<file path="src/rtl/vga_pattern_if.sv">
// Pixel-stream bundle between the VGA timing controller (master) and the
// test-pattern generator (slave).
interface vga_pattern_if #(
   parameter int unsigned COLOR_W = 4,
   parameter int unsigned FRAME_W = 8
);
   logic               DE;
   logic [9:0]         x_pixel;
   logic [9:0]         y_pixel;
   logic [1:0]         mode_req;
   logic               mode_req_valid;
   logic [1:0]         mode_active;
   logic               frame_tick;
   logic [FRAME_W-1:0] frame_cnt;
   logic               de_out;
   logic [COLOR_W-1:0] r_port;
   logic [COLOR_W-1:0] g_port;
   logic [COLOR_W-1:0] b_port;

   modport master (
      output DE, x_pixel, y_pixel, mode_req, mode_req_valid,
      input  mode_active, frame_tick, frame_cnt, de_out, r_port, g_port, b_port
   );

   modport slave (
      input  DE, x_pixel, y_pixel, mode_req, mode_req_valid,
      output mode_active, frame_tick, frame_cnt, de_out, r_port, g_port, b_port
   );
endinterface

</file>
<file path="src/rtl/vga_pattern_gen.sv">
// Two-stage pipelined VGA test-pattern generator: colour bars, grey ramp,
// checkerboard and scrolling bars, with frame-synchronous mode switching.
module vga_pattern_gen #(
   parameter int unsigned H_ACTIVE    = 640,
   parameter int unsigned V_ACTIVE    = 480,
   parameter int unsigned COLOR_W     = 4,
   parameter int unsigned NUM_BARS    = 8,
   parameter int unsigned RAMP_SHIFT  = 5,
   parameter int unsigned CHECK_LOG2  = 5,
   parameter int unsigned SCROLL_STEP = 2,
   parameter int unsigned FRAME_W     = 8
) (
   input logic          clk,
   input logic          reset_n,
   vga_pattern_if.slave bus
);
   localparam int unsigned BAR_W   = H_ACTIVE / NUM_BARS;
   localparam int unsigned XHI_W   = 10 - RAMP_SHIFT;
   localparam int unsigned LVL_MAX = (2 ** COLOR_W) - 1;

   if (NUM_BARS < 1 || NUM_BARS > H_ACTIVE || SCROLL_STEP >= H_ACTIVE ||
       H_ACTIVE > 1024 || V_ACTIVE > 1024 || RAMP_SHIFT > 9 || CHECK_LOG2 > 9) begin : g_param_check
      $error("vga_pattern_gen: parameter out of range");
   end

   logic               frame_start_c;
   logic [1:0]         pending;
   logic [1:0]         mode_q;
   logic [9:0]         offset_q;
   logic [FRAME_W-1:0] fcnt_q;

   logic [1:0]  mode_c;
   logic [10:0] step_sum_c;
   logic [9:0]  offset_c;
   logic [10:0] x_sum_c;
   logic [9:0]  x_eff_c;
   logic [9:0]  bar_cnt_c;

   logic             s1_de, s1_fs, s1_xchk, s1_ychk;
   logic [1:0]       s1_mode;
   logic [2:0]       s1_idx;
   logic [XHI_W-1:0] s1_xhi;

   logic [COLOR_W-1:0] r_c, g_c, b_c;
   logic [COLOR_W-1:0] r_q, g_q, b_q;
   logic               de_q, tick_q;

   assign frame_start_c = bus.DE && (bus.x_pixel == 10'd0) && (bus.y_pixel == 10'd0);

   // The frame-start pixel already renders with the mode/offset being applied.
   always_comb begin
      step_sum_c = {1'b0, offset_q} + 11'(SCROLL_STEP);
      if (step_sum_c >= 11'(H_ACTIVE))
         step_sum_c = step_sum_c - 11'(H_ACTIVE);
      mode_c   = mode_q;
      offset_c = offset_q;
      if (frame_start_c) begin
         mode_c   = pending;
         offset_c = (pending == 2'd3) ? 10'(step_sum_c) : 10'd0;
      end
      x_sum_c = {1'b0, bus.x_pixel} + ((mode_c == 2'd3) ? {1'b0, offset_c} : 11'd0);
      if (x_sum_c >= 11'(H_ACTIVE))
         x_sum_c = x_sum_c - 11'(H_ACTIVE);
      x_eff_c = 10'(x_sum_c);
   end

   // Bar index counts crossed boundaries, so remainder pixels fall in the last bar.
   always_comb begin
      bar_cnt_c = 10'd0;
      for (int unsigned k = 1; k < NUM_BARS; k++) begin
         if (32'(x_eff_c) >= k * BAR_W)
            bar_cnt_c = bar_cnt_c + 10'd1;
      end
   end

   function automatic logic [2:0] palette(input logic [2:0] idx);
      case (idx)
         3'd0:    return 3'b111;
         3'd1:    return 3'b110;
         3'd2:    return 3'b011;
         3'd3:    return 3'b010;
         3'd4:    return 3'b101;
         3'd5:    return 3'b100;
         3'd6:    return 3'b001;
         default: return 3'b000;
      endcase
   endfunction

   // Stage-2 colour selection; blanked pixels are forced to black.
   always_comb begin
      logic [2:0] pal;
      pal = palette(s1_idx);
      r_c = '0;
      g_c = '0;
      b_c = '0;
      case (s1_mode)
         2'd1: begin
            r_c = (32'(s1_xhi) > LVL_MAX) ? {COLOR_W{1'b1}} : COLOR_W'(s1_xhi);
            g_c = r_c;
            b_c = r_c;
         end
         2'd2: begin
            r_c = {COLOR_W{s1_xchk ^ s1_ychk}};
            g_c = r_c;
            b_c = r_c;
         end
         default: begin
            r_c = {COLOR_W{pal[2]}};
            g_c = {COLOR_W{pal[1]}};
            b_c = {COLOR_W{pal[0]}};
         end
      endcase
      if (!s1_de) begin
         r_c = '0;
         g_c = '0;
         b_c = '0;
      end
   end

   always_ff @(posedge clk) begin
      if (!reset_n) begin
         pending  <= 2'd0;
         mode_q   <= 2'd0;
         offset_q <= 10'd0;
         fcnt_q   <= '0;
         s1_de    <= 1'b0;
         s1_fs    <= 1'b0;
         s1_xchk  <= 1'b0;
         s1_ychk  <= 1'b0;
         s1_mode  <= 2'd0;
         s1_idx   <= 3'd0;
         s1_xhi   <= '0;
         de_q     <= 1'b0;
         tick_q   <= 1'b0;
         r_q      <= '0;
         g_q      <= '0;
         b_q      <= '0;
      end else begin
         if (bus.mode_req_valid)
            pending <= bus.mode_req;
         mode_q   <= mode_c;
         offset_q <= offset_c;
         if (frame_start_c)
            fcnt_q <= fcnt_q + FRAME_W'(1);
         s1_de   <= bus.DE;
         s1_fs   <= frame_start_c;
         s1_xchk <= bus.x_pixel[CHECK_LOG2];
         s1_ychk <= bus.y_pixel[CHECK_LOG2];
         s1_mode <= mode_c;
         s1_idx  <= bar_cnt_c[2:0];
         s1_xhi  <= bus.x_pixel[9:RAMP_SHIFT];
         de_q    <= s1_de;
         tick_q  <= s1_fs;
         r_q     <= r_c;
         g_q     <= g_c;
         b_q     <= b_c;
      end
   end

   assign bus.mode_active = mode_q;
   assign bus.frame_cnt   = fcnt_q;
   assign bus.frame_tick  = tick_q;
   assign bus.de_out      = de_q;
   assign bus.r_port      = r_q;
   assign bus.g_port      = g_q;
   assign bus.b_port      = b_q;
endmodule

</file>
<file path="src/flat_wrapper.sv">
// flat-port wrapper written by rule: the top's interface ports become plain ports
module vga_pattern_gen_flat 
#(
   parameter int unsigned H_ACTIVE    = 640,
   parameter int unsigned V_ACTIVE    = 480,
   parameter int unsigned COLOR_W     = 4,
   parameter int unsigned NUM_BARS    = 8,
   parameter int unsigned RAMP_SHIFT  = 5,
   parameter int unsigned CHECK_LOG2  = 5,
   parameter int unsigned SCROLL_STEP = 2,
   parameter int unsigned FRAME_W     = 8
)
  (clk, reset_n, bus_DE, bus_x_pixel, bus_y_pixel, bus_mode_req, bus_mode_req_valid, bus_mode_active, bus_frame_tick, bus_frame_cnt, bus_de_out, bus_r_port, bus_g_port, bus_b_port);
  vga_pattern_if #(.COLOR_W(COLOR_W), .FRAME_W(FRAME_W)) bus_i ();
  input logic clk;
  input logic reset_n;
  input wire logic [$bits(bus_i.DE)-1:0] bus_DE;
  input wire logic [$bits(bus_i.x_pixel)-1:0] bus_x_pixel;
  input wire logic [$bits(bus_i.y_pixel)-1:0] bus_y_pixel;
  input wire logic [$bits(bus_i.mode_req)-1:0] bus_mode_req;
  input wire logic [$bits(bus_i.mode_req_valid)-1:0] bus_mode_req_valid;
  output wire logic [$bits(bus_i.mode_active)-1:0] bus_mode_active;
  output wire logic [$bits(bus_i.frame_tick)-1:0] bus_frame_tick;
  output wire logic [$bits(bus_i.frame_cnt)-1:0] bus_frame_cnt;
  output wire logic [$bits(bus_i.de_out)-1:0] bus_de_out;
  output wire logic [$bits(bus_i.r_port)-1:0] bus_r_port;
  output wire logic [$bits(bus_i.g_port)-1:0] bus_g_port;
  output wire logic [$bits(bus_i.b_port)-1:0] bus_b_port;
  assign bus_i.DE = bus_DE;
  assign bus_i.x_pixel = bus_x_pixel;
  assign bus_i.y_pixel = bus_y_pixel;
  assign bus_i.mode_req = bus_mode_req;
  assign bus_i.mode_req_valid = bus_mode_req_valid;
  assign bus_mode_active = bus_i.mode_active;
  assign bus_frame_tick = bus_i.frame_tick;
  assign bus_frame_cnt = bus_i.frame_cnt;
  assign bus_de_out = bus_i.de_out;
  assign bus_r_port = bus_i.r_port;
  assign bus_g_port = bus_i.g_port;
  assign bus_b_port = bus_i.b_port;
  vga_pattern_gen #(.H_ACTIVE(H_ACTIVE), .V_ACTIVE(V_ACTIVE), .COLOR_W(COLOR_W), .NUM_BARS(NUM_BARS), .RAMP_SHIFT(RAMP_SHIFT), .CHECK_LOG2(CHECK_LOG2), .SCROLL_STEP(SCROLL_STEP), .FRAME_W(FRAME_W)) u_core (.clk(clk), .reset_n(reset_n), .bus(bus_i));
endmodule
</file>
<file path="config.mk">
export PLATFORM = sky130hd
export DESIGN_NAME = vga_pattern_gen_flat
export DESIGN_NICKNAME = d
export VERILOG_FILES = /design/src/rtl/vga_pattern_if.sv /design/src/rtl/vga_pattern_gen.sv /design/src/flat_wrapper.sv
export SDC_FILE = /design/constraint.sdc
export NUM_CORES = 1
export LEC_CHECK = 0
export ABC_CLOCK_PERIOD_IN_PS = 7300
export BUFFER_PORTS_ARGS = -buffer_cell sky130_fd_sc_hd__buf_2
export CAP_MARGIN = 10
export CORE_UTILIZATION = 52
export DETAILED_ROUTE_END_ITERATION = 8
export PLACE_DENSITY = 0.88
export SKIP_LAST_GASP = 1
export SYNTH_ARGS = -nofsm -noshare
export SYNTH_HDL_FRONTEND = slang
export SYNTH_SLANG_ARGS = --single-unit
</file>
<file path="constraint.sdc">
create_clock -name clk -period 7.3 [get_ports clk]
set_input_delay 0 -clock clk [delete_from_list [all_inputs] [get_ports clk]]
set_output_delay 0 -clock clk [all_outputs]
set_load 0.02 [all_outputs]
</file>
======== Word level (Yosys, flattened, before mapping) ========
Index checks and enable logic that the tools add are counted.
operators by class
  equality and inequality tests ........... 10
  mux-type cells .......................... 18
  bitwise logic cells ..................... 1
  add/subtract/negate cells ............... 11
  order comparisons ....................... 10
  reduce and logical (&&, ||, !) cells .... 6
operators with widths
  cell                                                                                    number
  10-bit two-way mux                                                                      5
  10-bit by 9-bit greater-or-equal comparator with 1-bit output (second input constant)   3
  4-bit case mux with 2 select lines                                                      3
  11-bit by 10-bit greater-or-equal comparator with 1-bit output (second input constant)  2
  3-bit case mux with 7 select lines                                                      1
  10-bit by 8-bit greater-or-equal comparator with 1-bit output (second input constant)   2
  10-bit zero test                                                                        2
  10-bit subtractor (second input constant)                                               2
  3-bit two-way mux                                                                       5
  3-bit by 1-bit adder with 3-bit output (second input constant)                          4
  10-bit by 10-bit adder with 11-bit output                                               1
  10-bit by 2-bit adder with 11-bit output (second input constant)                        1
  10-bit greater-or-equal comparator (second input constant)                              1
  10-bit by 7-bit greater-or-equal comparator with 1-bit output (second input constant)   1
  3-bit equality test (second input constant)                                             3
  8-bit by 1-bit adder with 8-bit output (second input constant)                          1
  2-bit equality test (second input constant)                                             3
  3-bit by 2-bit equality test with 1-bit output (second input constant)                  2
  5-bit by 4-bit > comparator with 1-bit output (second input constant)                   1
  2-bit two-way mux                                                                       2
  4-bit two-way mux                                                                       1
  2-bit by 1-bit adder with 3-bit output (second input constant)                          1
  3-bit by 1-bit equality test with 1-bit output (second input constant)                  1
  3-bit zero test                                                                         1
  6 further kinds                                                                         7
word-level totals
  output and inout port bits .............. 24
  register bits ........................... 48
  word-level logic and storage cells ...... 71
  bits of input ports ..................... 26

======== Logic depth before layout (Yosys ltp) ========
Gate-level depths: netlist (run 1).
  word-level depth ........................ 23
  gate-level depth with buffers ........... 43
  depth with buffers taken out ............ 40

======== Worst setup path before layout (run 1) ========
No wires, ideal clock.
  path kind ............................... reg-to-reg
  start point ............................. register u_core.offset_q[1]
  end point ............................... register u_core.s1_idx[2]
  required time ........................... 7.182 ns
  arrival ................................. 7.698 ns
  stages on the path, launching flop included .. 43
  buffers on the path ..................... 2
  path slack .............................. -0.517 ns
  library setup time ...................... 0.118 ns
  clock period less this slack ............ 7.817 ns
  cells stage by stage .................... dfxtp_1 > ha_1 > nand3_1 > nor2_1 > xnor2_1 > ha_1 > o41a_1 > o22ai_1 > a22o_1 > xnor2_1 > a31o_2 > a21oi_1 > nor2_1 > ha_1 > buf_2 > nor3b_1 > a31oi_1 > o311ai_0 > (+7 left out) > a211o_1 > nor2_1 > a21o_1 > inv_1 > ha_1 > nor3_2 > nor2_1 > ha_1 > or4_1 > nand4_1 > inv_1 > ha_1 > inv_1 > mux2i_1 > ha_1 > nand2_1 > xnor3_1 > mux2i_1
on the way
  cells in the longest elaborated chain, start to end .. 23
  elaborated cells on any way between the ends .. 31
  those cells by class .................... add/sub (10); order compare (9); mux (12)
ends and longest elaborated chain
  element                                                                                                     line                                          source
  start, declared                                                                                             vga_pattern_gen.sv:29                         logic [9:0] offset_q;
  start signal, assigned                                                                                      vga_pattern_gen.sv:142                        offset_q <= offset_c;
  10-bit by 2-bit adder with 11-bit output                                                                    vga_pattern_gen.sv:52                         step_sum_c = {1'b0, offset_q} + 11'(SCROLL_STEP);
  10-bit subtractor / 11-bit by 10-bit greater-or-equal comparator with 1-bit output (equally long branches)  vga_pattern_gen.sv:54, vga_pattern_gen.sv:53
  10-bit two-way mux                                                                                          vga_pattern_gen.sv:53                         if (step_sum_c >= 11'(H_ACTIVE))
  10-bit two-way mux                                                                                          vga_pattern_gen.sv:59                         offset_c = (pending == 2'd3) ? 10'(step_sum_c) : 10'd0;
  10-bit two-way mux (*)                                                                                      vga_pattern_gen.sv:57                         if (frame_start_c) begin
  10-bit two-way mux (*)                                                                                      vga_pattern_gen.sv:61                         x_sum_c = {1'b0, bus.x_pixel} + ((mode_c == 2'd3) ? {1'b0, offset_c} : 11'd0);
  10-bit by 10-bit adder with 11-bit output (*)                                                               vga_pattern_gen.sv:61
  10-bit subtractor / 11-bit by 10-bit greater-or-equal comparator with 1-bit output (equally long branches)  vga_pattern_gen.sv:63, vga_pattern_gen.sv:62
  (+7 left out)                                                                                               -
  3-bit by 1-bit adder with 3-bit output                                                                      vga_pattern_gen.sv:72                         bar_cnt_c = bar_cnt_c + 10'd1;
  3-bit two-way mux                                                                                           vga_pattern_gen.sv:71                         if (32'(x_eff_c) >= k * BAR_W)
  3-bit by 1-bit adder with 3-bit output                                                                      vga_pattern_gen.sv:72
  3-bit two-way mux                                                                                           vga_pattern_gen.sv:71
  3-bit by 1-bit adder with 3-bit output                                                                      vga_pattern_gen.sv:72
  3-bit two-way mux                                                                                           vga_pattern_gen.sv:71
  3-bit by 1-bit adder with 3-bit output                                                                      vga_pattern_gen.sv:72
  3-bit two-way mux (*)                                                                                       vga_pattern_gen.sv:71
  end signal, assigned                                                                                        vga_pattern_gen.sv:150                        s1_idx <= bar_cnt_c[2:0];
  end, declared                                                                                               vga_pattern_gen.sv:41                         logic [2:0] s1_idx;
Every way passes the cells marked *; elsewhere a longest branch is shown, timed or not.
A chain may end at the register's enable or synchronous reset.

======== Worst setup path after layout (run 1) ========
Same ends and word-level chain as after synthesis.

==> impl_metrics.env, run 1 <==
export IMPL_status="finished, violations left"
export IMPL_violations="setup timing"
export IMPL_cap_violations=0
export IMPL_syn_area_per_cell_um2=7.82
export IMPL_hold_path_class="primary input to register"
export IMPL_clk_latency_ns=0.30
export IMPL_ios=50
export IMPL_whs_path_depth=3
export IMPL_wl_um=9720
export IMPL_ant_nets=0
export IMPL_power_leakage_nw=1.82
export IMPL_fin_skew_ns=0.00394
export IMPL_cp_arrival_ns=7.57
export IMPL_die_area_mm2=0.00687
export IMPL_yosys_register_bits=47
export IMPL_grt_start_max_net_pins=27
export IMPL_end_kind="register"
export IMPL_synth_top_cell_by_area="dfxtp_1"
export IMPL_antenna_found_initial=0
export IMPL_antenna_cells=0
export IMPL_place_gp_congestion=0.956
export IMPL_syn2layout_area_growth_pct=28.4
export IMPL_dp_hpwl_um=6770
export IMPL_start_util_pct=53.6
export IMPL_pre_cts_ws_ns=-0.209
export IMPL_cts_tree="yes"
export IMPL_crit_family="simple AND/OR/NAND/NOR gates"
export IMPL_grt_overflow_total=0
export IMPL_hold_ws_ns=0.0518
export IMPL_grtUsageTotal_pct=28.1
export IMPL_drtIter0Drc=228
export IMPL_fp_row_count=29
export IMPL_r2r_end="u_core.s1_idx[2]"
export IMPL_synth_distinct_cells=73
export IMPL_hold_viol=0
export IMPL_yosysTopAreaCellShare_pct=27.6
export IMPL_syn_num_nets=484
export IMPL_rrSetupSlack_ns=-0.03
export IMPL_avgViaCountPerCell=6.06
export IMPL_max_stage_delay_ns=0.49
export IMPL_synth_edf_count=0
export IMPL_criticalPathCategory="register to register"
export IMPL_vias=3651
export IMPL_cts_inserted_buffers=5
export IMPL_clock_path_buffers=2
export IMPL_post_drt_wl_per_cell_um=16.2
export IMPL_grt_first_pass_wirelength_um=15900
export IMPL_rsz0062_at_grt="yes"
export IMPL_path_clk_slew_ns=0.09
export IMPL_fmax_mhz=136
export IMPL_syn_cell_area_mm2=0.00340
export IMPL_io_buffers=49
export IMPL_worstSetupStartpointType="register"
export IMPL_reg2regPathDepth=40
export IMPL_hold_start="reset_n"
export IMPL_cts_sinks=47
export IMPL_yosysMostFrequentCell="nor2_1"
export IMPL_dieHeight_um=82.9
export IMPL_nFillCells=456
export IMPL_worst_path_most_repeated_cell="inv_2"
export IMPL_ir_drop_v=0.000215
export IMPL_p_per_area_mw_per_mm2=153
export IMPL_async_reset_ff_share_pct=0
export IMPL_dp_cells=568
export IMPL_finalSetupTns_ns=-0.0317
export IMPL_drive_gt1_share_pct=27.2
export IMPL_max_slew_margin_pct=45.0
export IMPL_worst_slew_pin_slew_ns=0.819
export IMPL_worst_ep_required_time_ns=7.54
export IMPL_finalInstanceArea_mm2=0.00437
export IMPL_slew_viol_final=0
export IMPL_post_dp_cell_area_mm2=0.00392
export IMPL_utilization_pct=68.8
export IMPL_cts_root_buffer="clkbuf_8"
export IMPL_layout_min_cycle_time_ns=7.33
export IMPL_ys_warn_count=0
export IMPL_slowest_stage="or4_1"
export IMPL_drc=0
export IMPL_instances_no_fill=602
export IMPL_final_setup_viol_count=1
export IMPL_synth_flop_cell="dfxtp_1"
export IMPL_worstReg2RegStart="u_core.offset_q[1]"
export IMPL_drtPass1Iterations=5
export IMPL_path_buf_inv=6
export IMPL_die_w_um=82.9
export IMPL_syn_inst=435
export IMPL_grt_pass1_vias=3534
export IMPL_synth_area_top_cells="dfxtp_1, ha_1, nor2_1"
export IMPL_coreArea_mm2=0.00635
export IMPL_netlist_top_cells_count="nor2_1, dfxtp_1, nand2_1, a21oi_1, ha_1"
export IMPL_total_power_mw=0.671
export IMPL_whs_endpoint="u_core.s1_idx[1]"
export IMPL_setup_ws_ns=-0.0317
export IMPL_min_period_over_period_pct=100
export IMPL_cp_max_fo=5
export IMPL_seq_area_frac_synth_pct=27.6
export IMPL_cts_htree_levels=2
export IMPL_nets=573
[logic make-up after synthesis]
| logic type | Yosys count | share of synthesized area (%) |
|---|---|---|
| buf+inv | 36 | 4.49 |
| xor+xnor | 23 | 6.32 |
| simple gates | 183 | 27.1 |
| fa+ha+maj | 23 | 8.68 |
| flops | 47 | 27.6 |
| compound gates | 116 | 23.7 |
| mux | 7 | 2.06 |
[report_power, final]
part	internal (mW)	switching [mW]	total, mW
Sequential	0.269	0.00433	0.273
Clock	0.104	0.0916	0.195
Combinational	0.0998	0.103	0.202
[how the worst max path moves through the flow]
stage,start,endpoint,slack [ns],cells past startpoint
after floorplan,u_core.offset_q[3],u_core.s1_idx[2],0.008,41
after global placement,u_core.offset_q[3],u_core.s1_idx[2],0.13,38
after detailed placement,u_core.offset_q[1],u_core.s1_idx[2],-0.21,38
after CTS,u_core.offset_q[1],u_core.s1_idx[2],0.004,39
after global routing,u_core.offset_q[1],u_core.s1_idx[2],-0.37,40
final,u_core.offset_q[1],u_core.s1_idx[2],-0.03,40
[tightest hold or removal path: cells and delay by family]
family	cells	cell delay [ns]
AOI/OAI and AO/OA	1	0.05
buffers and inverters	1	0.18
and+or+nand+nor	1	0.08
[sequential cells by signal, summed over array words and instances, names as in the netlist, 2 cells and up]
name	cells
u_core.s1_idx	3
u_core.bus.frame_cnt	8
u_core.offset_q	10
u_core.bus.mode_active	2
u_core.s1_xhi	5
u_core.bus.r_port	4
u_core.bus.g_port	4
u_core.bus.b_port	4
u_core.pending	2
[cells in the final DEF, fill, tap and decap left out, types with 7 or more instances in the layout]
cell and count:
buf_4 36, buf_2 49, o21ai_0 20, inv_1 15
nor2_1 47, xnor2_1 10, a21oi_1 33, dfxtp_1 44
ha_1 16, mux2i_1 7, nand3_1 14, and2_1 13
nor3_1 8, xor2_1 10, a21o_1 7, dlygate4sd3_1 11
nand2_1 45
[repair_timing]
item / in CTS / in global routing
hold buffers: 11 / 0
endpoints found under the setup margin: 2 / 2
setup buffers: 10 / 5
endpoints found under the hold margin: 9 / 0
pin swaps: 15 / 14
resized for setup: 15 / 9
[cell type report]
class                      instances  area (µm²)  area share, %
tap                               77        96.3           2.20
sequential                        47         952           21.8
inverter                          21        78.8           1.80
multi-input combinational        352        2490           57.0
timing repair buffer              97         637           14.6
clock inverter                     3        47.5           1.09
clock buffer                       5        68.8           1.57
[per-layer routing]
layer	track usage [%]	routed length, µm
met1	34.0	3940
met2	50.0	4800
met3	4.77	747
met4	9.40	229
met5	0	0
No activity file was read; power rests on OpenSTA's default activity.
==> run 2: changes to the inputs <==
Settings changed: ABC_CLOCK_PERIOD_IN_PS 7300 to 9200, CORE_UTILIZATION 52 to 62, PLACE_DENSITY 0.88 to 0.95.
Clock period 7.3 ns to 9.2 ns, I/O delays scaled along.
==> impl_metrics.env, run 2 (synthesis gave the netlist of run 1 again) <==
export IMPL_cp_max_fo=10
export IMPL_clock_path_buffers=2
export IMPL_clk_latency_ns=0.30
export IMPL_rrSetupSlack_ns=0.54
export IMPL_max_stage_delay_ns=0.52
export IMPL_slowest_stage="or4_1"
export IMPL_worst_ep_required_time_ns=9.40
export IMPL_cts_tree="yes"
export IMPL_finalSetupTns_ns=0
export IMPL_ios=50
export IMPL_syn2layout_area_growth_pct=15.0
export IMPL_path_clk_slew_ns=0.08
export IMPL_antenna_cells=0
export IMPL_slew_viol_final=0
export IMPL_cp_arrival_ns=8.86
export IMPL_grt_first_pass_wirelength_um=14300
export IMPL_status="completed"
export IMPL_die_area_mm2=0.00579
export IMPL_final_common_cell="buf_2"
export IMPL_combPwrFrac_pct=23.9
export IMPL_worstReg2RegStart="u_core.offset_q[1]"
export IMPL_pwr_share_seq_pct=43.9
export IMPL_max_slew_margin_pct=35.7
export IMPL_die_w_um=76.1
export IMPL_cts_root_buffer="clkbuf_8"
export IMPL_drtPass1Iterations=5
export IMPL_io_buffers=49
export IMPL_whs_endpoint="u_core.s1_idx[1]"
export IMPL_antenna_found_initial=0
export IMPL_ir_drop_v=0.0000914
export IMPL_cts_htree_levels=2
export IMPL_cts_sinks=47
export IMPL_hold_path_class="primary input to register"
export IMPL_worstSetupStartpointType="register"
export IMPL_cts_inserted_buffers=5
export IMPL_avgViaCountPerCell=6.25
export IMPL_hold_start="reset_n"
export IMPL_nets=538
export IMPL_largest_reg_flops=10
export IMPL_drc=0
export IMPL_grt_overflow_total=0
export IMPL_worst_slew_pin_slew_ns=0.960
export IMPL_grt_start_max_net_pins=27
export IMPL_start_util_pct=65.4
export IMPL_swShare_pct=28.3
export IMPL_grt_pass1_vias=3215
export IMPL_drive_gt1_share_pct=16.5
export IMPL_top_register="u_core.offset_q"
export IMPL_cap_violations=0
export IMPL_fin_skew_ns=0.00521
export IMPL_power_leakage_nw=1.64
export IMPL_intPower_mw=0.356
export IMPL_drtIter0Drc=176
export IMPL_rsz0062_at_grt="no"
export IMPL_fp_row_count=26
export IMPL_vias=3499
export IMPL_end_kind="register"
export IMPL_whs_path_depth=3
export IMPL_fmax_mhz=115
export IMPL_dieHeight_um=76.1
export IMPL_place_gp_congestion=0.988
export IMPL_ant_nets=0
export IMPL_switchingPower_mw=0.140
export IMPL_wl_um=8800
export IMPL_p_per_area_mw_per_mm2=127
export IMPL_r2r_end="u_core.s1_idx[2]"
export IMPL_hold_viol=0
export IMPL_pwr_share_clk_pct=32.2
export IMPL_worst_path_most_repeated_cell="ha_1"
export IMPL_final_setup_viol_count=0
export IMPL_coreArea_mm2=0.00520
export IMPL_criticalPathCategory="register to register"
export IMPL_layout_min_cycle_time_ns=8.66
export IMPL_post_drt_wl_per_cell_um=15.7
export IMPL_final_cell_mix="buf_2, nor2_1, dfxtp_1"
export IMPL_grtUsageTotal_pct=30.1
export IMPL_dp_hpwl_um=6350
export IMPL_min_period_over_period_pct=94.1
export IMPL_hold_ws_ns=0.0626
export IMPL_reg2regPathDepth=40
run 2: changes by cell type in the layout (fill, tap and decap cells not counted), moves of 2 or more:
cell	delta
nand3_1	+2
dfxtp_4	-3
inv_1	+4
ha_1	+5
dfxtp_1	+3
inv_2	-4
nor3_1	+3
buf_4	-34
nor3_2	-2
ha_4	-4
nand3_4	-2
nor2_4	-2
and3_4	-2
and3_1	+2
run 2: worst max path at each step:
stage                       startpoint          endpoint  slack, ns  cells past startpoint
floorplan           u_core.offset_q[1]  u_core.s1_idx[2]       1.38                     42
CTS                 u_core.offset_q[1]  u_core.s1_idx[2]       0.61                     40
global placement    u_core.offset_q[1]  u_core.s1_idx[2]       1.02                     40
global route        u_core.offset_q[1]  u_core.s1_idx[2]       0.06                     40
detailed placement  u_core.offset_q[1]  u_core.s1_idx[2]       0.62                     40
finish              u_core.offset_q[1]  u_core.s1_idx[2]       0.54                     40
run 2: metal layers:
metal	track usage, %	up-vias	wire (µm)
met4	14.6	0	323
li1	-	1670	-
met2	53.2	180	4310
met3	6.11	33	719
met5	0	-	0
met1	34.7	1616	3450
run 2: metrics by stage:
step | power, mW | area [µm²] | utilization, % | std cells | setup slack, ns
2_1_floorplan | 0.308 | 3400 | - | 435 | 1.38
3_3_place_gp | 0.330 | 3680 | 70.6 | 541 | 1.02
3_5_place_dp | 0.335 | 3680 | 70.6 | 541 | 0.616
4_1_cts | 0.494 | 3910 | 75.1 | 560 | 0.605
5_1_grt | 0.517 | 3910 | 75.2 | 560 | 0.0578
6_report | 0.496 | 3910 | 75.2 | 560 | 0.539
run 2: power groups by stage:
| stage | logic [mW] | registers (mW) | clock network [mW] |
|---|---|---|---|
| floorplan | 0.0821 | 0.226 | 0 |
| global placement | 0.108 | 0.222 | 0 |
| detailed placement | 0.113 | 0.222 | 0 |
| CTS | 0.117 | 0.218 | 0.160 |
| global route | 0.131 | 0.218 | 0.167 |
| finish | 0.119 | 0.218 | 0.160 |
run 2: layout make-up:
cell class	count	area (µm²)
inverters	21	78.8
clock buffers	6	82.6
fillers	370	1290
repair buffers	62	370
well taps	70	87.6
flip-flops and latches	47	941
clock inverters	2	38.8
multi-input cells	352	2310
run 2: what timing repair did:
item                                   CTS  global route
buffers inserted                         0             0
endpoints found under the hold margin    9             0
setup endpoints to repair                0             1
hold buffers                            11             0
gates resized for setup                  0             2
run 2: worst max-delay path: cells and delay by family, from the launching register on:
kind	cells	cell delay [ns]
DFF	1	0.41
buffers and inverters	4	0.32
AOI/OAI and AO/OA	11	2.02
muxes	2	0.20
adders and majority gates	8	2.34
and+or+nand+nor	12	2.51
xor gates and xnor gates	3	0.71
==> run 3: changes to the inputs <==
Settings changed: PLACE_DENSITY 0.95 to unset, PLACE_DENSITY_LB_ADDON set to 0.05.
==> impl_metrics.env, run 3 (synthesis gave the netlist of run 1 again) <==
export IMPL_path_clk_slew_ns=0.09
export IMPL_top_register="u_core.offset_q"
export IMPL_grt_start_max_net_pins=27
export IMPL_max_stage_delay_ns=0.52
export IMPL_cp_max_fo=10
export IMPL_drtPass1Iterations=5
export IMPL_wl_um=8450
export IMPL_setup_ws_ns=0.676
export IMPL_status="completed"
export IMPL_post_cts_buffers=0
export IMPL_io_buffers=49
export IMPL_die_area_mm2=0.00579
export IMPL_path_buf_inv=5
export IMPL_final_common_cell="buf_2"
export IMPL_clk_latency_ns=0.30
export IMPL_nets=538
export IMPL_hold_path_class="primary input to register"
export IMPL_regArea_um2=941
export IMPL_cts_root_buffer="clkbuf_8"
export IMPL_cap_violations=0
export IMPL_grt_pass1_vias=3088
export IMPL_antenna_cells=0
export IMPL_clock_path_buffers=2
export IMPL_end_kind="register"
export IMPL_fmax_mhz=117
export IMPL_largest_reg_flops=10
export IMPL_grt_overflow_total=0
export IMPL_hold_viol=0
export IMPL_coreArea_mm2=0.00520
export IMPL_finalInstanceArea_mm2=0.00391
export IMPL_cts_inserted_buffers=5
export IMPL_drive_gt1_share_pct=16.7
export IMPL_rrSetupSlack_ns=0.68
export IMPL_worstSetupStartpointType="register"
export IMPL_worstReg2RegStart="u_core.offset_q[3]"
export IMPL_post_drt_wl_per_cell_um=15.1
export IMPL_cp_arrival_ns=8.73
export IMPL_r2r_end="u_core.s1_idx[2]"
export IMPL_vias=3394
export IMPL_final_setup_viol_count=0
export IMPL_crit_start="u_core.offset_q[3]"
export IMPL_ir_drop_v=0.0000937
export IMPL_fp_row_count=26
export IMPL_endpoint="u_core.s1_idx[2]"
export IMPL_grt_first_pass_wirelength_um=14100
export IMPL_final_cell_mix="buf_2, nor2_1, dfxtp_1"
export IMPL_grtUsageTotal_pct=29.8
export IMPL_ios=50
export IMPL_worst_slew_pin_slew_ns=0.772
export IMPL_antenna_found_initial=0
export IMPL_worst_ep_required_time_ns=9.40
export IMPL_max_slew_margin_pct=48.2
export IMPL_pre_cts_ws_ns=0.672
export IMPL_worst_path_most_repeated_cell="ha_1"
export IMPL_die_w_um=76.1
export IMPL_drc=0
export IMPL_hold_ws_ns=0.0664
export IMPL_layout_min_cycle_time_ns=8.52
export IMPL_fin_skew_ns=0.00412
export IMPL_min_period_over_period_pct=92.7
export IMPL_crit_cells=40
export IMPL_finalSetupTns_ns=0
export IMPL_slowest_stage="or4_1"
export IMPL_dieHeight_um=76.1
export IMPL_cts_htree_levels=2
export IMPL_avgViaCountPerCell=6.06
export IMPL_slew_viol_final=0
export IMPL_drtIter0Drc=252
export IMPL_p_per_area_mw_per_mm2=125
export IMPL_reg2regPathDepth=40
export IMPL_crit_family="simple AND/OR/NAND/NOR gates"
export IMPL_syn2layout_area_growth_pct=15.0
export IMPL_post_dp_cell_area_mm2=0.00368
export IMPL_criticalPathCategory="register to register"
export IMPL_cts_sinks=47
export IMPL_multi_input_area_mm2=0.00232
export IMPL_nFillCells=418
export IMPL_place_gp_congestion=1.07
export IMPL_dp_hpwl_um=6420
export IMPL_cts_tree="yes"
export IMPL_ant_nets=0
export IMPL_power_leakage_nw=1.63
export IMPL_start_util_pct=65.4
export IMPL_rsz0062_at_grt="no"
run 3: cell count changes in the layout (fill, tap and decap cells not counted):
cell      change
or3_4         +1
nor3_1        -1
clkbuf_8      -1
ha_2          -1
inv_6         -1
nor3_2        +1
or3_1         -1
ha_1          +1
clkinv_2      +1
clkinv_4      +1
run 3: layout make-up:
class | count | share of cell area [%]
sequential | 47 | 24.0
tap | 70 | 2.24
timing repair buffer | 62 | 9.47
clock inverter | 3 | 1.12
clock buffer | 5 | 1.76
multi-input combinational | 352 | 59.4
inverter | 21 | 2.01
run 3: how the worst min path moves through the flow:
stage               startpoint               end  slack (ns)  cells after the start
floorplan               bus_DE      u_core.s1_de        0.12                      1
global placement        bus_DE      u_core.s1_de        0.22                      2
detailed placement      bus_DE      u_core.s1_de        0.24                      2
CTS                    reset_n  u_core.s1_idx[2]        0.06                      3
global route           reset_n  u_core.s1_idx[2]        0.09                      3
finish                 reset_n  u_core.s1_idx[2]        0.07                      3
run 3: metrics by stage:
step | power (mW) | util, % | cells
2_1_floorplan | 0.308 | - | 435
3_3_place_gp | 0.331 | 70.6 | 541
3_5_place_dp | 0.336 | 70.6 | 541
4_1_cts | 0.490 | 74.9 | 560
5_1_grt | 0.514 | 75.2 | 560
6_report | 0.490 | 75.2 | 560
run 3: power by group:
part           internal, mW  total, mW  switching (mW)
Combinational        0.0529      0.120          0.0671
Sequential            0.214      0.217         0.00325
Clock                0.0810      0.153          0.0720
Total                 0.348      0.490           0.142
run 3: worst register-to-register path, delay by kind of cell, from the launching register on:
family | cells | cell delay (ns)
AOI/OAI and AO/OA | 9 | 1.80
DFF | 1 | 0.42
muxes | 2 | 0.19
xor gates and xnor gates | 3 | 0.74
adders and majority gates | 7 | 2.06
buffers and inverters | 5 | 0.40
and+or+nand+nor | 14 | 2.81
run 3: repair_timing:
action                                  CTS  global route
hold endpoints to repair                  9             0
endpoints found under the setup margin    0             1
gates resized for setup                   0             3
hold buffers                             11             0
run 3: layer usage:
layer  share of wire, %  GRT usage (%)  wire length [µm]
met1                 44           37.0              3740
met2                 49           53.7              4150
met3                5.5           5.03               468
met4                1.0           6.92                87
met5                  0              0                 0
